--- src/rtl/load_store_unit.sv ---
// RV32I load/store unit: IDLE -> ACCESS -> RESP per request, sub-word stores by read-modify-write.
// Optional misalignment trapping is enabled by defining MISALIGN_TRAP_EN.
module load_store_unit #(
    parameter int ADDR_WIDTH = 32,
    parameter int DATA_WIDTH = 32
) (
    input  logic                  clk,
    input  logic                  reset,
    input  logic                  req_valid,
    output logic                  req_ready,
    input  logic                  req_we,
    input  logic [2:0]            req_funct3,
    input  logic [ADDR_WIDTH-1:0] req_addr,
    input  logic [DATA_WIDTH-1:0] req_wdata,
    output logic                  resp_valid,
    output logic [DATA_WIDTH-1:0] resp_rdata,
    output logic                  resp_err,
    output logic                  mem_wr_en,
    output logic [ADDR_WIDTH-1:0] mem_addr,
    output logic [DATA_WIDTH-1:0] mem_wr_data,
    input  logic [DATA_WIDTH-1:0] mem_rd_data
);

    typedef enum logic [1:0] {IDLE, ACCESS, RESP} state_t;

    state_t                  state_q, state_d;
    logic                    we_q, we_d;
    logic [2:0]              funct3_q, funct3_d;
    logic [ADDR_WIDTH-1:0]   addr_q, addr_d;
    logic [DATA_WIDTH-1:0]   wdata_q, wdata_d;
    logic                    err_q, err_d;
    logic [DATA_WIDTH-1:0]   rdata_q, rdata_d;

    logic                    illegal;
    logic                    misalign;
    logic [4:0]              byte_shift;
    logic [4:0]              half_shift;
    logic [7:0]              byte_lane;
    logic [15:0]             half_lane;
    logic [DATA_WIDTH-1:0]   load_data;
    logic [DATA_WIDTH-1:0]   merged;

    // Request decode is evaluated at acceptance so the error is known before ACCESS.
    always_comb begin
        illegal = req_we ? (req_funct3[2] || (req_funct3[1:0] == 2'b11))
                         : ((req_funct3 == 3'b011) || (req_funct3[2:1] == 2'b11));
`ifdef MISALIGN_TRAP_EN
        misalign = ((req_funct3[1:0] == 2'b01) && req_addr[0])
                || ((req_funct3[1:0] == 2'b10) && (req_addr[1:0] != 2'b00));
`else
        misalign = 1'b0;
`endif
    end

    // Lane selection ignores the offending low bits when trapping is off.
    always_comb begin
        byte_shift = {addr_q[1:0], 3'b000};
        half_shift = {addr_q[1], 4'b0000};
        byte_lane  = mem_rd_data[byte_shift +: 8];
        half_lane  = mem_rd_data[half_shift +: 16];

        case (funct3_q)
            3'b000:  load_data = {{(DATA_WIDTH-8){byte_lane[7]}}, byte_lane};
            3'b001:  load_data = {{(DATA_WIDTH-16){half_lane[15]}}, half_lane};
            3'b010:  load_data = mem_rd_data;
            3'b100:  load_data = {{(DATA_WIDTH-8){1'b0}}, byte_lane};
            3'b101:  load_data = {{(DATA_WIDTH-16){1'b0}}, half_lane};
            default: load_data = '0;
        endcase

        merged = mem_rd_data;
        case (funct3_q[1:0])
            2'b00:   merged[byte_shift +: 8]  = wdata_q[7:0];
            2'b01:   merged[half_shift +: 16] = wdata_q[15:0];
            default: merged = wdata_q;
        endcase
    end

    always_comb begin
        // NOTE: every signal gets a default first so no path through the case infers a latch.
        state_d  = state_q;
        we_d     = we_q;
        funct3_d = funct3_q;
        addr_d   = addr_q;
        wdata_d  = wdata_q;
        err_d    = err_q;
        rdata_d  = rdata_q;

        case (state_q)
            IDLE: begin
                if (req_valid) begin
                    we_d     = req_we;
                    funct3_d = req_funct3;
                    addr_d   = req_addr;
                    wdata_d  = req_wdata;
                    err_d    = illegal || misalign;
                    state_d  = ACCESS;
                end
            end
            ACCESS: begin
                rdata_d = (!we_q && !err_q) ? load_data : '0;
                state_d = RESP;
            end
            RESP:    state_d = IDLE;
            default: state_d = IDLE;
        endcase
    end

    // NOTE: sequential state uses non-blocking assignments so all flops update from pre-edge values.
    always_ff @(posedge clk or posedge reset) begin
        if (reset) begin
            state_q  <= IDLE;
            we_q     <= 1'b0;
            funct3_q <= 3'b000;
            addr_q   <= '0;
            wdata_q  <= '0;
            err_q    <= 1'b0;
            rdata_q  <= '0;
        end else begin
            state_q  <= state_d;
            we_q     <= we_d;
            funct3_q <= funct3_d;
            addr_q   <= addr_d;
            wdata_q  <= wdata_d;
            err_q    <= err_d;
            rdata_q  <= rdata_d;
        end
    end

    // Outputs decode from the state register, so reset clears them asynchronously.
    assign req_ready   = (state_q == IDLE);
    assign resp_valid  = (state_q == RESP);
    assign resp_rdata  = rdata_q;
    assign resp_err    = (state_q == RESP) && err_q;
    assign mem_wr_en   = (state_q == ACCESS) && we_q && !err_q;
    assign mem_addr    = {addr_q[ADDR_WIDTH-1:2], 2'b00};
    assign mem_wr_data = merged;

endmodule

--- config.mk ---
export PLATFORM = sky130hd
export DESIGN_NAME = load_store_unit
export DESIGN_NICKNAME = d
export VERILOG_FILES = /design/src/rtl/load_store_unit.sv
export SDC_FILE = /design/constraint.sdc
export NUM_CORES = 1
export LEC_CHECK = 0
export ABC_AREA = 1
export BUFFER_PORTS_ARGS = -buffer_cell sky130_fd_sc_hd__buf_2
export CORE_ASPECT_RATIO = 1.5
export CORE_MARGIN = 5
export CORE_UTILIZATION = 35
export DETAILED_ROUTE_END_ITERATION = 7
export GPL_TIMING_DRIVEN = 0
export MAX_ROUTING_LAYER = met4
export SETUP_SLACK_MARGIN = 0.02
export SYNTH_ARGS = -nofsm -noshare
export SYNTH_HDL_FRONTEND = slang
export SYNTH_SLANG_ARGS = --single-unit
--- constraint.sdc ---
create_clock -name clk -period 9.1 [get_ports clk]
set_input_delay 0.91 -clock clk [delete_from_list [all_inputs] [get_ports clk]]
set_output_delay 0.91 -clock clk [all_outputs]
set_load 0.005 [all_outputs]
* After elaboration in Yosys (flattened, before gate mapping) *
Cells that the tools add are included.

word-level totals
  flip-flop bits (word level) = 103
  input bits = 103
  output and inout port bits = 100
  word-level logic and storage cells = 46

operators by class
  add/sub/neg operators = 2
  eq/ne operators = 11
  shifts and indexed selects = 6
  mux-type cells = 8
  reduce and logical (&&, ||, !) cells = 12

operator list
  kind                                                   number
  one-hot mux 32 bit (5 select lines)                    1
  bitwise mux 32 bit                                     2
  one-hot mux 32 bit (2 select lines)                    1
  two-way mux 32 bit                                     1
  variable shift 16 x 7 -> 32 bit, first input constant  1
  variable shift 8 x 7 -> 32 bit, first input constant   1
  indexed part select 16 x 7 -> 32 bit                   1
  indexed part select 32 x 6 -> 16 bit                   1
  indexed part select 32 x 6 -> 8 bit                    1
  indexed part select 8 x 7 -> 32 bit                    1
  negation 5 -> 7 bit                                    2
  == test 2 bit, second input constant                   3
  == test 3 x 2 -> 1 bit, second input constant          2
  == test 3 bit, second input constant                   2
  == test 2 x 1 -> 1 bit, second input constant          2
  logical AND 1 bit                                      4
  logical NOT 2 bit                                      2
  one-hot mux 2 bit (2 select lines)                     1
  == test 3 x 1 -> 1 bit, second input constant          1
  logical NOT 3 bit                                      1
  logical NOT 1 bit                                      2
  logical OR 1 bit                                       2
  two-way mux 2 bit                                      1
  inequality test 2 bit, second input constant           1
  2 further kinds                                        2

* Depth between registers and ports, before layout *
Gate-level depths: netlist of the first run.

  word-level depth = 4
  mapped depth = 11
  mapped depth without buffers = 9

* Least setup slack after synthesis of the first run *
No wires, ideal clock.

  kind = register to output
  start = register addr_q[1]
  end = output port mem_wr_data[0]
  arrival = 1.990 ns
  data required time = 8.190 ns
  slack = 6.200 ns
  cell stages (with the launch flop) = 12
  path buffers = 4
  cell sequence = dfrtp_1 > buf_4 > inv_4 > buf_6 > clkbuf_1 > ha_1 > clkbuf_1 > inv_1 > nand3_1 > a22oi_4 > nand2_1 > o21ai_1

between the ends
  word-level cells in the longest chain between the ends = 4
  elaborated cells between the ends (all ways) = 9
  those cells by class = 2 x add/sub; 4 x shift; 3 x mux

RTL lines
  item                                                                RTL line  RTL
  from (decl)                                                         29        logic [ADDR_WIDTH-1:0] addr_q, addr_d;
  from (signal assigned)                                              123       addr_q <= addr_d;
  negation 5 -> 7 bit (on tied branches)                              74, 73
  indexed part select 16 x 7 -> 32 bit, or another cell as far along  74        2'b01: merged[half_shift +: 16] = wdata_q[15:0];
  bitwise mux 32 bit (on tied branches)                               74, 73
  one-hot mux 32 bit (2 select lines) *                               72        case (funct3_q[1:0])
  to (decl)                                                           20        output logic [DATA_WIDTH-1:0] mem_wr_data,

Mark *: on every way between the ends. The rest lies on a longest branch, timed or not.

* Worst setup path after layout of the first run *
  start = register addr_q[1]
  end = output port mem_wr_data[21]

The elaborated chain is that of the path after synthesis.

==> impl_metrics.ini, run 1 <==
[power]
power.share.sequential_pct = 35.7
power_leakage_nw = 4.48
clock_power_share_pct = 21.5
switching_share_pct = 40.6
p_sw_mw = 0.738
power.internal_mw = 1.08
p_comb_share_pct = 42.8
peakVddDrop_v = 0.000102
powerDensity_nw_per_um2 = 235

[place]
port_buffers = 200
hpwl_um = 17100
routabilityCongestion = 0.919

[clock_tree]
cts_buffers = 9
cts_setup_buffers = 0
cts_resized = 0
cts.path.max_buffers = 2
clock-root-buffer = clkbuf_16
path_clk_slew_ps = 70
cts.sinks = 103
holdBufCountCts = 0
htree_levels = 3
cts_tree = built
clk_latency_ps = 350

[worst_setup_path]
r2r_slack_ps = 7470
required_ps = 8190
slowest_stage = clkbuf_1
critPathKind = reg -> out
crit_path_max_incr_delay_ps = 450
worstReg2RegStart = addr_q[1]
startpoint_type = flop
cp_max_fo = 12
endpoint_kind = primary output
reg2reg_depth = 5
crit_chain = buf_4, inv_4, buf_6, clkbuf_1, ha_1, clkbuf_1, nand2_1, o21ai_0, o211ai_1, nand3_1, buf_2
r2r_end = addr_q[1]
crit_top_cell = clkbuf_1
worstPathArrival_ps = 3120

[sta]
rsz0062_at_grt = false
worst_pin_slew_ps = 687
min_period_ps = 4030
finalCritPeriodShare_pct = 44.3
finalMaxSlewViolations = 0
hold_viol_final = 0
max-slew-margin-rel_pct = 54.2
setup_viol = 0
whs_ps = 477
fmax_ghz = 0.248
fin_tns_setup_ps = 0
fin_worst_skew_ps = 8.94

[synthesis]
async_reset_ff_share_pct = 100
synth_top_area_share_pct = 42.0
synth_edf_count = 0
syn_avg_cell_area_um2 = 6.97
synth_common_cells = nand2_1, dfrtp_1, o21ai_0, inv_1, buf_4
synth_flop_cell = dfrtp_1
yosysMostFrequentCell = nand2_1
synthTopCellsByArea = dfrtp_1, nand2_1, buf_4
synthXorXnorAreaFrac_pct = 0
synthAdderAreaFrac_pct = 1.02
synth_top_cell_by_area = dfrtp_1
synth_top_family_by_area = simple AND/OR/NAND/NOR gates
synth.distinct_cells = 30
syn_inst = 880
ys_seq_area_share_pct = 42.0
synth_mux_area_share_pct = 0
ys_ff_latch = 103
synth_compound_area_share_pct = 10.2
syn_area_um2 = 6130
synth_simple_gate_area_share_pct = 34.2
yosysWarningCount = 0

[hold_path]
whs_endpoint = resp_rdata[21]
min_path_cells = 2
min-delay-start = resp_rdata[21]
hold_path.class = reg -> reg

[final_layout]
multiInputGateArea_um2 = 2790
nets = 1201
nFillCells = 1984
fin_util_pct = 44.8
seq_area_um2 = 2580
drive_gt1_share_pct = 27.3
area_growth_pct = 26.2

[grt]
overflow = 0
grt_max_degree = 54
grt_use_total_pct = 21.2
first_global_vias = 6314
grt_pass1_wl_um = 33300
antenna_found_initial = 2

[detailed_routing]
first_iter_violations = 321
ant_nets = 0
first_pass_iters = 5
drc = 0
wirelength_um = 20900
via_per_inst = 4.69
post_drt_wl_per_cell_um = 15.9
vias = 6162

[die]
die-area_um2 = 20300
initial_core_util_pct = 35.5
die_h_um = 172
die_w_um = 118
row_count = 59
coreArea_um2 = 17300
pin_count = 203

[flow_run]
drv_cap = 0

[status]
status = complete, no violations
[registers in the layout, summed over array words and instances (netlist names)]
name	flops
addr_q	32
resp_rdata	32
wdata_q	32
funct3_q	3
state_q	2
err_q	1
we_q	1
[cell type report]
| cell class | count | area share, % |
|---|---|---|
| Buffer | 78 | 6.84 |
| Clock inverter | 7 | 1.00 |
| Timing Repair Buffer | 201 | 13.3 |
| Clock buffer | 9 | 2.91 |
| Multi-Input combinational cell | 638 | 36.1 |
| Sequential cell | 103 | 33.3 |
| Antenna cell | 2 | 0.0647 |
| Inverter | 62 | 3.07 |
| Tap cell | 213 | 3.44 |
[cells in the final DEF, fill, tap and decap left out, drive strengths merged]
cell,count
nand2,425
buf,258
dfrtp,103
inv,65
o21ai,63
nor2,41
nand3,33
clkbuf,30
a21oi,28
nand4,17
o211ai,16
nor3,6
ha,5
clkinv,3
diode,2
conb,2
a22oi,1
o22ai,1
clkinvlp,1
[through the flow]
stage | setup WS, ps | cells | total power [mW] | cell area [um^2]
6_report | 5070 | 1313 | 1.82 | 7740
5_1_grt | 4860 | 1313 | 1.97 | 7740
4_1_cts | 5080 | 1311 | 1.84 | 7740
3_5_place_dp | 5460 | 1295 | 1.44 | 7430
3_3_place_gp | 4160 | 1294 | 1.43 | 7400
2_1_floorplan | 5490 | 881 | 1.12 | 6140
[power groups by stage]
stage	registers, mW	clock network [mW]	logic (mW)
after CTS	0.649	0.399	0.790
after global placement	0.654	0	0.781
final	0.650	0.390	0.778
after global routing	0.664	0.418	0.886
after detailed placement	0.656	0	0.787
after floorplan	0.635	0	0.486
[cells by family after synthesis]
logic type,after synthesis
AND/OR/NAND/NOR,522
AO/OA/AOI/OAI,109
buffers and inverters,140
other,1
flip-flops,103
adder cells (fa/ha/maj),5
[worst max-delay path by stage]
| stage | depth (start not counted) | end | startpoint | slack (ps) |
|---|---|---|---|---|
| after global routing | 11 | mem_wr_data[21] | addr_q[1] | 4860 |
| after CTS | 11 | mem_wr_data[21] | addr_q[1] | 5080 |
| final | 11 | mem_wr_data[21] | addr_q[1] | 5070 |
| after floorplan | 1 | addr_q[0] | reset | 5490 |
| after global placement | 2 | wdata_q[16] | reset | 4160 |
| after detailed placement | 11 | mem_wr_data[21] | addr_q[1] | 5460 |
[worst max-delay path, delay by kind of cell (launching register included)]
family	cells	cell delay (ps)
simple gates	2	330
compound gates	2	460
buf+inv	6	1350
fa+ha+maj	1	200
flops	1	410
[metal layers]
| layer | GRT usage (%) | vias to the layer above | wire [um] |
|---|---|---|---|
| met2 | 38.7 | 201 | 11100 |
| met5 | - | - | 0 |
| met4 | 7.93 | 0 | 620 |
| met1 | 23.0 | 2767 | 8010 |
| met3 | 3.96 | 36 | 1210 |
| li1 | - | 3158 | - |
No activity file was read; power rests on OpenSTA's default activity.
==> inputs of run 2 (changes only) <==
--- a/config.mk
+++ b/config.mk
@@ -5,7 +5,7 @@
 export SDC_FILE = /design/constraint.sdc
 export NUM_CORES = 1
 export LEC_CHECK = 0
-export ABC_AREA = 1
+export ABC_AREA = 0
 export BUFFER_PORTS_ARGS = -buffer_cell sky130_fd_sc_hd__buf_2
 export CORE_ASPECT_RATIO = 1.5
 export CORE_MARGIN = 5
==> constraint.sdc (replaced) <==
create_clock -name clk -period 3.36 [get_ports clk]
set_input_delay 0.336 -clock clk [delete_from_list [all_inputs] [get_ports clk]]
set_output_delay 0.336 -clock clk [all_outputs]
set_load 0.005 [all_outputs]
==> run 2 against run 1 <==
Net effect: synthesized cell count down 48%; flip-flop and latch count unchanged; critical path depth down 3; die area down 10%; clock power rose to 2.6 times the previous value; setup slack worse by 4800 ps; global-route usage down 1.1 points; power rose to 2.6 times the previous value; sequential share of layout area up 3.3 points; via count down 23%; synthesized area down 11%; utilization up 0.68 points.
==> impl_metrics.ini, run 2 <==
[synthesis]
syn_area_um2 = 5460
synth_top_area_share_pct = 47.2
ys_seq_area_share_pct = 47.2
ys_ff_latch = 103
synth_flop_cell = dfrtp_1
syn_inst = 462
yosysMostFrequentCell = dfrtp_1
synth_common_cells = dfrtp_1, mux2_2, buf_4, nand2_1, a221o_1
synthTopCellsByArea = dfrtp_1, mux2_2, a221o_1
syn_avg_cell_area_um2 = 11.8
async_reset_ff_share_pct = 100
synth_top_cell_by_area = dfrtp_1
synth.distinct_cells = 45
synth_edf_count = 0
yosysWarningCount = 0

[worst_setup_path]
reg2reg_depth = 5
r2r_end = resp_rdata[6]
worstPathArrival_ps = 2790
cp_max_fo = 10
startpoint_type = flop
worstReg2RegStart = addr_q[1]
startpoint = addr_q[1]
critPathKind = reg -> out
r2r_slack_ps = 1380
crit_end = mem_wr_data[26]
endpoint_kind = primary output
required_ps = 3020

[place]
port_buffers = 200
placed_cells = 867
hpwl_um = 14600
routabilityCongestion = 0.883

[die]
row_count = 56
coreArea_um2 = 15500
die_h_um = 163
die_w_um = 112
pin_count = 203
initial_core_util_pct = 35.2
die-area_um2 = 18200

[final_layout]
layout_common_cells = buf_2, dfrtp_1, mux2_2
instances_no_fill = 884
fin_util_pct = 45.5
nFillCells = 1505
multiInputGateArea_um2 = 2440
seq_area_um2 = 2580
area_growth_pct = 29.1
nets = 783
layout_commonest_cell = buf_2
drive_gt1_share_pct = 51.8

[sta]
worst_pin_slew_ps = 830
max-slew-margin-rel_pct = 44.2
rsz0062_at_grt = false
min_period_ps = 3130
finalMaxSlewViolations = 0
fin_worst_skew_ps = 12.2
finalCritPeriodShare_pct = 93.0
setup_viol = 0
fmax_ghz = 0.320
fin_tns_setup_ps = 0
hold_viol_final = 0

[detailed_routing]
drc = 0
wirelength_um = 18200
first_iter_violations = 273
post_drt_wl_per_cell_um = 20.5
vias = 4721
ant_nets = 0
via_per_inst = 5.34
first_pass_iters = 6

[flow_run]
drv_cap = 0

[clock_tree]
clock-root-buffer = clkbuf_16
cts.sinks = 103
cts_buffers = 9
holdBufCountCts = 0
path_clk_slew_ps = 70
cts.path.max_buffers = 2
clk_latency_ps = 350
cts_tree = built
htree_levels = 3

[grt]
first_global_vias = 4875
grt_max_degree = 55
antenna_found_initial = 1
grt_pass1_wl_um = 27600
grt_use_total_pct = 20.1
overflow = 0

[power]
power_leakage_nw = 3.42
p_total_mw = 4.68
powerDensity_nw_per_um2 = 664
peakVddDrop_v = 0.000254

[hold_path]
hold_path.class = in -> async

[status]
status = complete, no violations
==> run 2: cell count changes in the layout (fill, tap and decap cells not counted), moves of 14 or more <==
cell      before  now
nor2_1        35    6
nand2_1      423   35
o211ai_1      16    0
mux2_2         0   72
o21ai_0       54   15
a22o_1         0   24
a221o_1        0   32
nand3_1       32    0
mux2i_1        0   19
inv_1         52    5
nand4_1       17    0
a222oi_1       0   14
==> run 2: worst min path at each step <==
| stage | startpoint | end | slack, ps | cells past startpoint |
|---|---|---|---|---|
| after floorplan | req_addr[0] | addr_q[0] | 450 | 2 |
| final | reset | addr_q[22] | 80 | 2 |
| after global routing | reset | addr_q[22] | 140 | 2 |
| after detailed placement | resp_rdata[4] | resp_rdata[4] | 470 | 2 |
| after CTS | reset | addr_q[22] | 100 | 2 |
| after global placement | resp_rdata[4] | resp_rdata[4] | 470 | 2 |
==> run 2: what timing repair did <==
| action | CTS | global route |
|---|---|---|
| setup buffers | 0 | 0 |
| endpoints found under the setup margin | 0 | 6 |
| resized for setup | 0 | 1 |
==> run 2: kinds of logic after synthesis <==
group	after synthesis	share of synthesized area (%)
AND/OR/NAND/NOR	64	6.17
adder cells (fa/ha/maj)	5	1.15
buffers and inverters	71	8.17
multiplexers	91	18.3
other	1	0.0687
AO/OA/AOI/OAI	127	18.9
flip-flops	103	47.2
==> run 2: power by group <==
| part | internal, mW | leakage [nW] | switching, mW |
|---|---|---|---|
| clock network | 0.533 | 0.136 | 0.493 |
| logic | 0.971 | 2.02 | 0.927 |
| registers | 1.53 | 1.27 | 0.223 |
==> run 2: layout make-up <==
cell class | count | share of cell area [%]
diodes | 1 | 0.0355
plain buffers | 62 | 5.84
clock buffers | 10 | 3.39
clock inverters | 6 | 0.710
inverters | 9 | 0.515
multi-input cells | 289 | 34.7
flip-flops and latches | 103 | 36.6
well taps | 203 | 3.61
repair buffers | 201 | 14.6
==> run 2: metrics by stage <==
| step | instance area (um^2) | setup WS, ps | hold WS, ps |
|---|---|---|---|
| final | 7040 | 234 | 75.2 |
| after global routing | 7040 | 56.0 | 142 |
| after CTS | 7030 | 131 | 97.4 |
| after detailed placement | 6740 | 518 | 473 |
| after global placement | 6710 | -848 | 467 |
| after floorplan | 5460 | 320 | 453 |
==> run 2: metal layers <==
| metal | up-vias | track usage (%) | part of all wire [%] |
|---|---|---|---|
| met4 | 0 | 7.60 | 2.5 |
| met5 | - | - | 0 |
| met3 | 26 | 2.57 | 5.8 |
| met2 | 189 | 36.0 | 54 |
| met1 | 2350 | 22.9 | 38 |
| li1 | 2156 | - | - |
==> run 2: critical path: stages (launching register included) <==
cell      delay [ps]
dfrtp_1          440
buf_4            210
inv_1            150
ha_1             250
nand2b_1         190
nor3_1           630
a221o_1          310
a22o_1           140
buf_2            110
